**src/rtl/riscv_lsu_pkg.sv**
```systemverilog
// Shared load/store definitions: access size encodings, LSU state codes and
// the alignment rule used by the request path.
package riscv_lsu_pkg;

    // Access size encodings as produced by the decoder on mem_size_o.
    localparam logic [2:0] LDST_B  = 3'd0;
    localparam logic [2:0] LDST_H  = 3'd1;
    localparam logic [2:0] LDST_W  = 3'd2;
    localparam logic [2:0] LDST_BU = 3'd4;
    localparam logic [2:0] LDST_HU = 3'd5;

    // LSU state codes.
    localparam logic [1:0] LSU_IDLE = 2'd0;
    localparam logic [1:0] LSU_WAIT = 2'd1;
    localparam logic [1:0] LSU_DONE = 2'd2;

    // True when the access cannot be served by a single word access.
    // Unused size codes fall into the word case.
    function automatic logic lsu_misaligned(input logic [2:0] size,
                                            input logic [1:0] off);
        logic mis;
        case (size)
            LDST_B, LDST_BU: mis = 1'b0;
            LDST_H, LDST_HU: mis = off[0];
            LDST_W:          mis = (off != 2'b00);
            default:         mis = (off != 2'b00);
        endcase
        return mis;
    endfunction

endpackage

```
**src/rtl/riscv_lsu_align.sv**
```systemverilog
// Lane alignment for the LSU: byte enables and replicated store data on the
// way out, byte/halfword extraction with sign or zero extension on the way in.
module riscv_lsu_align
    import riscv_lsu_pkg::*;
(
    input  logic [2:0]  st_size_i,
    input  logic [1:0]  st_off_i,
    input  logic [31:0] st_wd_i,
    output logic [3:0]  st_be_o,
    output logic [31:0] st_wd_o,
    input  logic [2:0]  ld_size_i,
    input  logic [1:0]  ld_off_i,
    input  logic [31:0] ld_word_i,
    output logic [31:0] ld_rd_o
);

    logic [7:0]  byte_s;
    logic [15:0] half_s;

    // Store path: select lanes and replicate data across the word.
    always_comb begin
        st_be_o = 4'b1111;
        st_wd_o = st_wd_i;
        case (st_size_i)
            LDST_B, LDST_BU: begin
                st_be_o = 4'b0001 << st_off_i;
                st_wd_o = {4{st_wd_i[7:0]}};
            end
            LDST_H, LDST_HU: begin
                st_be_o = 4'b0011 << {st_off_i[1], 1'b0};
                st_wd_o = {2{st_wd_i[15:0]}};
            end
            LDST_W: begin
                st_be_o = 4'b1111;
                st_wd_o = st_wd_i;
            end
            default: begin
                st_be_o = 4'b1111;
                st_wd_o = st_wd_i;
            end
        endcase
    end

    // Load path: pick the addressed byte and halfword out of the word.
    always_comb begin
        byte_s = 8'h00;
        half_s = 16'h0000;
        case (ld_off_i)
            2'd0:    byte_s = ld_word_i[7:0];
            2'd1:    byte_s = ld_word_i[15:8];
            2'd2:    byte_s = ld_word_i[23:16];
            default: byte_s = ld_word_i[31:24];
        endcase
        if (ld_off_i[1]) begin
            half_s = ld_word_i[31:16];
        end else begin
            half_s = ld_word_i[15:0];
        end
    end

    // Load path: extend the selected lane to 32 bits.
    always_comb begin
        ld_rd_o = ld_word_i;
        case (ld_size_i)
            LDST_B:  ld_rd_o = {{24{byte_s[7]}}, byte_s};
            LDST_BU: ld_rd_o = {24'h000000, byte_s};
            LDST_H:  ld_rd_o = {{16{half_s[15]}}, half_s};
            LDST_HU: ld_rd_o = {16'h0000, half_s};
            LDST_W:  ld_rd_o = ld_word_i;
            default: ld_rd_o = ld_word_i;
        endcase
    end

endmodule

```
**src/rtl/riscv_lsu.sv**
```systemverilog
// Load/store unit: one outstanding access at a time, stalls the core until
// the memory answers, then presents extended load data for one DONE cycle.
module riscv_lsu
    import riscv_lsu_pkg::*;
#(
    parameter int ADDR_W = 32
)
(
    input  logic              clk_i,
    input  logic              rst_i,
    input  logic              lsu_req_i,
    input  logic              lsu_we_i,
    input  logic [2:0]        lsu_size_i,
    input  logic [ADDR_W-1:0] lsu_addr_i,
    input  logic [31:0]       lsu_wd_i,
    output logic [31:0]       lsu_rd_o,
    output logic              lsu_stall_o,
    output logic              lsu_misalign_o,
    output logic              mem_req_o,
    output logic              mem_we_o,
    output logic [3:0]        mem_be_o,
    output logic [ADDR_W-1:0] mem_addr_o,
    output logic [31:0]       mem_wd_o,
    input  logic [31:0]       mem_rd_i,
    input  logic              mem_ready_i
);

    logic [1:0]        state_q, state_d;
    logic              we_q, we_d;
    logic [2:0]        size_q, size_d;
    logic [ADDR_W-1:0] addr_q, addr_d;
    logic [31:0]       wd_q, wd_d;
    logic [31:0]       load_q, load_d;

    logic              misalign_s;
    logic              accept_s;
    logic              mem_req_s;
    logic              cur_we_s;
    logic [2:0]        cur_size_s;
    logic [ADDR_W-1:0] cur_addr_s;
    logic [31:0]       cur_wd_s;
    logic [3:0]        al_be_s;
    logic [31:0]       al_wd_s;
    logic [31:0]       al_rd_s;

    assign misalign_s = lsu_misaligned(lsu_size_i, lsu_addr_i[1:0]);
    assign accept_s   = (state_q == LSU_IDLE) && lsu_req_i && !misalign_s;
    assign mem_req_s  = accept_s || (state_q == LSU_WAIT);

    // Request source: live inputs in the accept cycle, latched copy while waiting
    // so the memory port stays stable even if the core's operands move.
    always_comb begin
        if (state_q == LSU_WAIT) begin
            cur_we_s   = we_q;
            cur_size_s = size_q;
            cur_addr_s = addr_q;
            cur_wd_s   = wd_q;
        end else begin
            cur_we_s   = lsu_we_i;
            cur_size_s = lsu_size_i;
            cur_addr_s = lsu_addr_i;
            cur_wd_s   = lsu_wd_i;
        end
    end

    riscv_lsu_align u_align (
        .st_size_i (cur_size_s),
        .st_off_i  (cur_addr_s[1:0]),
        .st_wd_i   (cur_wd_s),
        .st_be_o   (al_be_s),
        .st_wd_o   (al_wd_s),
        .ld_size_i (size_q),
        .ld_off_i  (addr_q[1:0]),
        .ld_word_i (load_q),
        .ld_rd_o   (al_rd_s)
    );

    // Core and memory side outputs; everything on the memory port is zero when idle.
    always_comb begin
        lsu_stall_o    = mem_req_s;
        lsu_misalign_o = (state_q == LSU_IDLE) && lsu_req_i && misalign_s;
        mem_req_o      = mem_req_s;
        if (mem_req_s) begin
            mem_we_o   = cur_we_s;
            mem_be_o   = al_be_s;
            mem_addr_o = {cur_addr_s[ADDR_W-1:2], 2'b00};
            mem_wd_o   = al_wd_s;
        end else begin
            mem_we_o   = 1'b0;
            mem_be_o   = 4'b0000;
            mem_addr_o = {ADDR_W{1'b0}};
            mem_wd_o   = 32'h00000000;
        end
        if (state_q == LSU_DONE) begin
            lsu_rd_o = al_rd_s;
        end else begin
            lsu_rd_o = 32'h00000000;
        end
    end

    // Next-state logic: latch the request on accept, capture load data on ready.
    always_comb begin
        state_d = state_q;
        we_d    = we_q;
        size_d  = size_q;
        addr_d  = addr_q;
        wd_d    = wd_q;
        load_d  = load_q;
        case (state_q)
            LSU_IDLE: begin
                if (accept_s) begin
                    we_d   = lsu_we_i;
                    size_d = lsu_size_i;
                    addr_d = lsu_addr_i;
                    wd_d   = lsu_wd_i;
                    if (mem_ready_i) begin
                        state_d = LSU_DONE;
                        if (!lsu_we_i) begin
                            load_d = mem_rd_i;
                        end else begin
                            load_d = load_q;
                        end
                    end else begin
                        state_d = LSU_WAIT;
                    end
                end else begin
                    state_d = LSU_IDLE;
                end
            end
            LSU_WAIT: begin
                if (mem_ready_i) begin
                    state_d = LSU_DONE;
                    if (!we_q) begin
                        load_d = mem_rd_i;
                    end else begin
                        load_d = load_q;
                    end
                end else begin
                    state_d = LSU_WAIT;
                end
            end
            LSU_DONE: state_d = LSU_IDLE;
            default:  state_d = LSU_IDLE;
        endcase
    end

    // State and request registers with synchronous reset.
    always_ff @(posedge clk_i) begin
        if (rst_i) begin
            state_q <= LSU_IDLE;
            we_q    <= 1'b0;
            size_q  <= 3'd0;
            addr_q  <= {ADDR_W{1'b0}};
            wd_q    <= 32'h00000000;
            load_q  <= 32'h00000000;
        end else begin
            state_q <= state_d;
            we_q    <= we_d;
            size_q  <= size_d;
            addr_q  <= addr_d;
            wd_q    <= wd_d;
            load_q  <= load_d;
        end
    end

endmodule
```
**config.mk**
```make
export PLATFORM = sky130hd
export DESIGN_NAME = riscv_lsu
export DESIGN_NICKNAME = d
export VERILOG_FILES = /design/src/rtl/riscv_lsu_pkg.sv /design/src/rtl/riscv_lsu_align.sv /design/src/rtl/riscv_lsu.sv
export SDC_FILE = /design/constraint.sdc
export NUM_CORES = 1
export LEC_CHECK = 0
export ABC_AREA = 1
export BUFFER_PORTS_ARGS = -buffer_cell sky130_fd_sc_hd__buf_2
export CAP_MARGIN = 20
export CORE_MARGIN = 8
export CORE_UTILIZATION = 50
export DETAILED_ROUTE_END_ITERATION = 10
export PLACE_DENSITY_LB_ADDON = 0.08
export SYNTH_ARGS = -nofsm -noshare
export SYNTH_HDL_FRONTEND = slang
export SYNTH_SLANG_ARGS = --single-unit
```
**constraint.sdc**
```tcl
create_clock -name clk_i -period 3 [get_ports clk_i]
set_clock_uncertainty 0.2 [all_clocks]
set_input_delay 0.3 -clock clk_i [delete_from_list [all_inputs] [get_ports clk_i]]
set_output_delay 0.3 -clock clk_i [all_outputs]
set_load 0.02 [all_outputs]
```
==> results.json, run 1 <==
{
  "status": "finished, final reports clean",
  "synth_sequential_area_ratio": 0.342,
  "io_buffers": 205,
  "area_growth_pct": 23.5,
  "finalCritPeriodShare": 0.936,
  "avgRoutedWirePerCell_um": 14.1,
  "synthMuxAreaShare": 0,
  "synth_top_family_by_area": "simple AND/OR/NAND/NOR gates",
  "endpoint": "lsu_rd_o[6]",
  "period_needed_ps": 2810,
  "maxSlewHeadroom": 0.566,
  "route.detailed.drc": 0,
  "hold_class": "primary input to flip-flop",
  "synthSimpleGateAreaFrac": 0.364,
  "hold_slack_ps": 13.5,
  "track_usage": 0.230,
  "ctsHtreeMaxLevel": 3,
  "utilization": 0.623,
  "fin_nets": 1284,
  "dr.pass1.iters": 5,
  "cap_violations": 0,
  "fillCellCount": 1273,
  "dr_total_vias": 6702,
  "cts_buffers": 9,
  "finalHoldViolCount": 0,
  "worst_pin_slew_ps": 649,
  "r2r_slack_ps": 850,
  "grt-ovfl-total": 0,
  "vias_per_cell": 5.03,
  "layout_commonest_cell": "nand2_1",
  "ys_seq_elements": 102,
  "dpl.hpwl_um": 13600,
  "io_pins": 208,
  "cp.buffers_inverters": 3,
  "max_freq_ghz": 0.356,
  "crit_path_end_kind": "primary output",
  "grt_max_degree": 65,
  "first_iter_violations": 643,
  "core_sq_um": 11900,
  "clkTransAtPathRegs_ps": 70,
  "fp.dieW_um": 125,
  "drive_above_1_share": 0.216,
  "critPathMaxFanout": 15,
  "ant_nets": 0,
  "crit_family": "flip-flops",
  "crit_path_start_kind": "flip-flop",
  "placementRows": 40,
  "die_area_sq_um": 15700,
  "clock-sinks": 102,
  "final_cell_mix": "nand2_1 (343), buf_2 (205), nor2_1 (123), a21oi_1 (119), dfxtp_1 (102)",
  "antenna_found_initial": 2,
  "synth_top_cell_by_area": "dfxtp_1",
  "synthAdderAreaFrac": 0,
  "r2r_end": "load_q[28]",
  "place.gp.congestion": 0.934,
  "power_density_nw_per_um2": 526,
  "routed_wirelength_um": 18700,
  "synth_warnings": 0,
  "clk-insertion-delay-late_ps": 350,
  "synth_area_leaders": "dfxtp_1 (34%), nand2_1 (22%), a21oi_1 (10%), nor2_1 (7.7%), inv_1 (6.4%)",
  "synth_cell_type_count": 30,
  "avgSynthCellArea_sq_um": 5.92,
  "rsz0062_at_grt": "false",
  "setup_tns_ps": 0,
  "drv_slew": 0,
  "worst-path-stages": 6,
  "start_util": 0.504,
  "ir_drop_uv": 274,
  "clockRootBuffer": "clkbuf_16",
  "synth_top_cell_area_share": 0.342,
  "crit_required_ps": 2500,
  "cts_tree": "done",
  "synth_area_sq_um": 5980,
  "slowest_delay_ps": 650,
  "crit_path_start": "addr_q[1]",
  "cp_data_arrival_time_ps": 2310,
  "synth_xor_area_frac": 0,
  "p_leak_nw": 4.02,
  "path_class": "flip-flop to primary output",
  "synthCells": 1010,
  "cts_buffer_depth": 2,
  "die_h_um": 125,
  "cp_cell_sequence": "clkinvlp_4 -> buf_4 -> o22ai_1 -> nor2_1 -> nor3_1 -> buf_2",
  "worst-r2r-cell-count": 8,
  "grt_pass1_wl_um": 29900,
  "synth-compound-area-share": 0.168,
  "final-setup-viol-count": 0,
  "rr_startpoint": "state_q[1]",
  "cp_slowest_cell": "dfxtp_1",
  "grt_pass1_vias": 5877,
  "min_from": "lsu_addr_i[25]"
}
-- report_power, final --
part	total, mW	leakage, nW	internal (mW)	switching [mW]
registers	1.51	0.835	1.45	0.0624
clock network	1.46	0.176	0.905	0.559
logic	0.912	3.01	0.303	0.609
-- worst min path at each step --
stage | to | slack [ps] | cells after the start
2_1_floorplan | state_q[0] | 180 | 1
3_3_place_gp | wd_q[9] | 240 | 2
3_5_place_dp | wd_q[0] | 250 | 2
4_1_cts | wd_q[25] | 6 | 3
5_1_grt | addr_q[21] | 20 | 3
6_report | addr_q[25] | 10 | 3
-- worst register-to-register path, delay by kind of cell, from the launching register on --
family	cells	cell delay, ps
buffers and inverters	2	440
flip-flops	1	500
AND/OR/NAND/NOR	6	900
-- registers in the layout (all words and copies together), names as in the netlist --
register and flops:
addr_q 32, load_q 32, wd_q 32, size_q 3
state_q 2, we_q 1
-- layout make-up --
type,count,area [sq um],area share
multi-input combinational,736,3190,0.431
sequential,102,2040,0.276
timing repair buffer,224,1200,0.162
inverter,107,405,0.0549
clock buffer,9,225,0.0305
tap,147,184,0.0249
clock inverter,7,145,0.0197
antenna,1,2.50,0.000339
-- per-stage QoR --
stage	setup WS (ps)	cell area (sq um)	std cells	power, mW
floorplan	1020	5980	1011	2.16
global placement	561	6950	1310	2.43
detailed placement	507	6950	1310	2.43
CTS	143	7330	1327	3.88
global route	43.7	7390	1333	4.06
finish	191	7390	1333	3.88
-- cells in the mapped netlist (all sizes together) --
master / number
a31oi: 1
nor2: 126
clkbuf: 26
nand2: 348
o21ai: 66
a211oi: 1
o22ai: 3
clkinv: 1
conb: 1
buf: 40
a21oi: 119
nand3b: 1
nand3: 57
a21boi: 4
nor3: 5
nor4: 1
inv: 106
dfxtp: 102
a21o: 1
nand4: 1
-- cells by family (layout without fill, tap and decap cells) --
group | after synthesis | in the layout
buf+inv | 173 | 347
compound gates | 195 | 195
simple gates | 539 | 539
flops | 102 | 102
other cells | 1 | 3
-- layer usage --
metal,vias up,part of all wire,GRT usage
li1,3488,-,-
met1,2965,0.46,0.300
met2,227,0.45,0.364
met3,20,0.074,0.0578
met4,2,0.014,0.0731
met5,-,0.00069,0
-- what timing repair did --
item,4_1_cts,5_1_grt
setup buffers,0,4
endpoints found under the hold margin,1,0
hold buffers,1,0
resized for setup,0,1
setup endpoints to repair,0,16
No activity file was read; power rests on OpenSTA's default activity.
==> run 2, diff against run 1 <==
--- a/config.mk
+++ b/config.mk
@@ -9,7 +9,7 @@
 export BUFFER_PORTS_ARGS = -buffer_cell sky130_fd_sc_hd__buf_2
 export CAP_MARGIN = 20
 export CORE_MARGIN = 8
-export CORE_UTILIZATION = 50
+export CORE_UTILIZATION = 39
 export DETAILED_ROUTE_END_ITERATION = 10
 export PLACE_DENSITY_LB_ADDON = 0.08
 export SYNTH_ARGS = -nofsm -noshare
==> results.json, run 2 (synthesis results as in run 1) <==
{
  "status": "finished, final reports clean",
  "cap_violations": 0,
  "core_sq_um": 15100,
  "ir_drop_uv": 327,
  "clockRootBuffer": "clkbuf_16",
  "maxSlewHeadroom": 0.538,
  "layout_commonest_cell": "nand2_1",
  "path_class": "flip-flop to primary output",
  "finalCritPeriodShare": 0.920,
  "avgRoutedWirePerCell_um": 14.8,
  "vias_per_cell": 4.85,
  "drv_slew": 0,
  "worst-r2r-cell-count": 5,
  "post-cts-setup-buffer-count": 0,
  "placementRows": 45,
  "cts_buffer_depth": 2,
  "hold_class": "primary input to flip-flop",
  "clkTransAtPathRegs_ps": 70,
  "fin_nets": 1282,
  "place_inst": 1350,
  "p_sw_frac": 0.349,
  "final_cell_mix": "nand2_1 (343), buf_2 (205), nor2_1 (123), a21oi_1 (119), inv_1 (102)",
  "p_int_mw": 2.33,
  "io_buffers": 205,
  "grt_pass1_vias": 5991,
  "r2r_slack_ps": 760,
  "antenna_found_initial": 1,
  "route.detailed.drc": 0,
  "routed_wirelength_um": 20200,
  "power_density_nw_per_um2": 484,
  "clk-insertion-delay-late_ps": 350,
  "ctsHtreeMaxLevel": 3,
  "dr_total_vias": 6653,
  "clock-sinks": 102,
  "rr_startpoint": "state_q[0]",
  "whs_path_depth": 3,
  "final-setup-viol-count": 0,
  "place_area_sq_um": 7010,
  "p_leak_nw": 3.97,
  "drive_above_1_share": 0.212,
  "seqPwrFrac": 0.422,
  "grt_pass1_wl_um": 31900,
  "start_util": 0.396,
  "grt_max_degree": 74,
  "die_h_um": 140,
  "combPwrFrac": 0.258,
  "io_pins": 208,
  "utilization": 0.489,
  "critPathMaxFanout": 27,
  "min_from": "lsu_addr_i[5]",
  "place.gp.congestion": 0.889,
  "setup_tns_ps": 0,
  "first_iter_violations": 448,
  "crit_path_start_kind": "flip-flop",
  "switchingPower_mw": 1.25,
  "period_needed_ps": 2760,
  "area_growth_pct": 23.4,
  "crit_required_ps": 2500,
  "crit_path_end_kind": "primary output",
  "fp.dieW_um": 140,
  "hold_path_end": "addr_q[5]",
  "cp_data_arrival_time_ps": 2260,
  "cts_tree": "done",
  "grt-ovfl-total": 0,
  "dr.pass1.iters": 5,
  "design_area_sq_um": 7380,
  "max_freq_ghz": 0.362,
  "top_regs": "addr_q: 32 flops, load_q: 32 flops, wd_q: 32 flops",
  "worst_pin_slew_ps": 694,
  "cts_buffers": 9,
  "die_area_sq_um": 19500,
  "final_cells": 1372,
  "clockPowerShare": 0.320,
  "finalHoldViolCount": 0,
  "dpl.hpwl_um": 14500,
  "ant_nets": 0,
  "r2r_end": "size_q[0]",
  "track_usage": 0.198
}
run 2: changes by cell type in the layout (fill, tap and decap cells not counted), moves of 2 or more:
cell,before,now
inv_8,0,2
buf_4,16,9
dlygate4sd3_1,1,3
bufinv_16,4,0
run 2: metrics by stage:
stage               power [mW]  worst slack (ps)  hold WS [ps]
floorplan                 2.16              1020           178
global placement          2.45               449           241
detailed placement        2.45               386           246
CTS                       3.60              26.1         0.366
global route              3.78             -4.67          10.8
finish                    3.57               240          11.8
run 2: timing repair:
item                                   in CTS  in global routing
gates resized for setup                     0                  6
endpoints found under the hold margin       3                  0
setup endpoints to repair                   0                 41
hold buffers                                3                  0
run 2: layer usage:
metal	track usage	wire, um	up-vias
met1	0.264	9640	2946
met4	0.0617	380	0
met2	0.306	8870	203
met5	0	0	-
met3	0.0527	1360	25
li1	-	-	3479
run 2: critical path, stage by stage, from the launching register on:
cell     delay [ps]
dfxtp_1         400
nor3_2          220
nand2_2         310
nand2_8         290
inv_1           250
a21oi_1         220
buf_2           210
run 2: final cells by class:
cell class	count	area, sq um
fillers	1678	7710
flip-flops and latches	102	2040
well taps	188	235
repair buffers	221	1200
inverters	107	404
clock buffers	10	229
clock inverters	6	55.1
diodes	1	2.50
multi-input cells	737	3210
run 2: power groups by stage:
| stage | registers (mW) | clock network (mW) | logic, mW |
|---|---|---|---|
| global route | 1.52 | 1.23 | 1.03 |
| global placement | 1.54 | 0 | 0.912 |
| floorplan | 1.52 | 0 | 0.645 |
| CTS | 1.51 | 1.18 | 0.918 |
| detailed placement | 1.54 | 0 | 0.912 |
| finish | 1.51 | 1.15 | 0.921 |
run 2: how the worst max path moves through the flow:
stage | start | endpoint | depth (start not counted) | slack (ps)
after floorplan | state_q[0] | mem_wd_o[14] | 7 | 1020
after detailed placement | lsu_size_i[1] | mem_wd_o[28] | 9 | 390
after CTS | state_q[1] | mem_be_o[1] | 7 | 30
after global placement | state_q[0] | mem_wd_o[21] | 7 | 450
after global routing | state_q[0] | mem_wd_o[18] | 7 | -5
final | state_q[0] | mem_be_o[1] | 6 | 240
==> run 3, diff against run 2 <==
--- a/config.mk
+++ b/config.mk
@@ -12,6 +12,7 @@
 export CORE_UTILIZATION = 39
 export DETAILED_ROUTE_END_ITERATION = 10
 export PLACE_DENSITY_LB_ADDON = 0.08
+export RECOVER_POWER = 25
 export SYNTH_ARGS = -nofsm -noshare
 export SYNTH_HDL_FRONTEND = slang
 export SYNTH_SLANG_ARGS = --single-unit
==> results.json, run 3 (synthesis results as in run 1) <==
{
  "die_h_um": 140,
  "crit_path_start_kind": "flip-flop",
  "worst_pin_slew_ps": 1220,
  "post-cts-setup-buffer-count": 0,
  "die_area_sq_um": 19500,
  "place.gp.congestion": 0.889,
  "crit_required_ps": 2500,
  "clock-sinks": 102,
  "layout_commonest_cell": "nand2_1",
  "utilization": 0.488,
  "p_leak_nw": 3.96,
  "finalHoldViolCount": 0,
  "clkTransAtPathRegs_ps": 70,
  "dpl.hpwl_um": 14500,
  "route.detailed.drc": 0,
  "top_regs": "addr_q: 32 flops, load_q: 32 flops, wd_q: 32 flops",
  "track_usage": 0.198,
  "cts_tree": "done",
  "rr_startpoint": "state_q[0]",
  "fin_nets": 1282,
  "io_buffers": 205,
  "ctsHtreeMaxLevel": 3,
  "routed_wirelength_um": 20200,
  "final_cells": 1372,
  "antenna_found_initial": 1,
  "crit_path_start": "state_q[0]",
  "cap_violations": 0,
  "first_iter_violations": 440,
  "ir_drop_uv": 327,
  "hold_class": "primary input to flip-flop",
  "clk-insertion-delay-late_ps": 350,
  "status": "finished, final reports clean",
  "cts_buffer_depth": 2,
  "cts_buffers": 9,
  "avgRoutedWirePerCell_um": 14.8,
  "path_class": "flip-flop to primary output",
  "fp.dieW_um": 140,
  "min_from": "lsu_addr_i[5]",
  "fillCellCount": 1682,
  "worst_slack_ps": 248,
  "drv_slew": 0,
  "drive_above_1_share": 0.210,
  "cp_data_arrival_time_ps": 2250,
  "final_cell_mix": "nand2_1 (343), buf_2 (205), nor2_1 (123), a21oi_1 (119), inv_1 (102)",
  "period_needed_ps": 2750,
  "crit_path_end_kind": "primary output",
  "final-setup-viol-count": 0,
  "grt_pass1_wl_um": 31900,
  "start_util": 0.396,
  "area_growth_pct": 23.1,
  "grt_max_degree": 74,
  "dr.pass1.iters": 5,
  "vias_per_cell": 4.84,
  "power_density_nw_per_um2": 485,
  "grt-ovfl-total": 0,
  "maxSlewHeadroom": 0.187,
  "grt_pass1_vias": 5991,
  "ant_nets": 0,
  "clockRootBuffer": "clkbuf_16",
  "place_inst": 1350,
  "critPathMaxFanout": 11,
  "dp_slack_ps": 386,
  "finalCritPeriodShare": 0.917,
  "placementRows": 45,
  "max_freq_ghz": 0.363,
  "dr_total_vias": 6636,
  "core_sq_um": 15100,
  "io_pins": 208
}
## run 3: cell types whose count changed in the layout (fill, tap and decap cells not counted)
cell	previous run	this run
buf_12	2	1
clkbuf_4	0	1
clkbuf_1	1	3
buf_4	9	7
## run 3: per-layer routing
metal,share of wire,global-route usage,vias up
li1,-,-,3479
met3,0.064,0.0527,25
met1,0.48,0.264,2925
met4,0.019,0.0617,0
met2,0.44,0.306,207
met5,0,0,-
## run 3: critical path, stage by stage, from the launching register on
cell	delay [ps]
dfxtp_1	500
inv_1	200
nor2_4	310
nand2_1	90
nand2_1	250
nand3_1	110
nand2_1	190
a21oi_1	70
buf_2	170
## run 3: final timing paths
kind                            cells after the start            to  slack (ps)
worst max-delay path                                8  mem_wd_o[28]         250
worst min register to register                      2      wd_q[10]         250
worst min-delay path                                3     addr_q[5]          10
worst max register to register                      5     size_q[0]         340
## run 3: cell type report
class	count	area (sq um)	area share
diodes	1	2.50	0.000340
well taps	188	235	0.0320
flip-flops and latches	102	2040	0.278
clock inverters	6	55.1	0.00748
multi-input cells	737	3210	0.436
inverters	107	404	0.0549
repair buffers	221	1180	0.161
clock buffers	10	229	0.0311
## run 3: power by group
group	switching, mW	total (mW)	internal, mW
sequential	0.0613	1.51	1.45
clock	0.567	1.15	0.579
combinational	0.619	0.915	0.295
total	1.25	3.57	2.32
## run 3: repair_timing
| action | 4_1_cts | 5_1_grt |
|---|---|---|
| endpoints found under the hold margin | 3 | 0 |
| setup endpoints to repair | 0 | 41 |
| resized for setup | 0 | 6 |
| hold buffers | 3 | 0 |
## run 3: metrics by stage
step | power (mW) | hold WS (ps) | instance area, sq um | TNS (ps)
floorplan | 2.16 | 178 | 5980 | 0
global placement | 2.45 | 241 | 7010 | 0
detailed placement | 2.45 | 246 | 7010 | 0
CTS | 3.60 | 0.366 | 7320 | 0
global route | 3.77 | 10.8 | 7360 | -4.67
finish | 3.57 | 11.7 | 7360 | 0
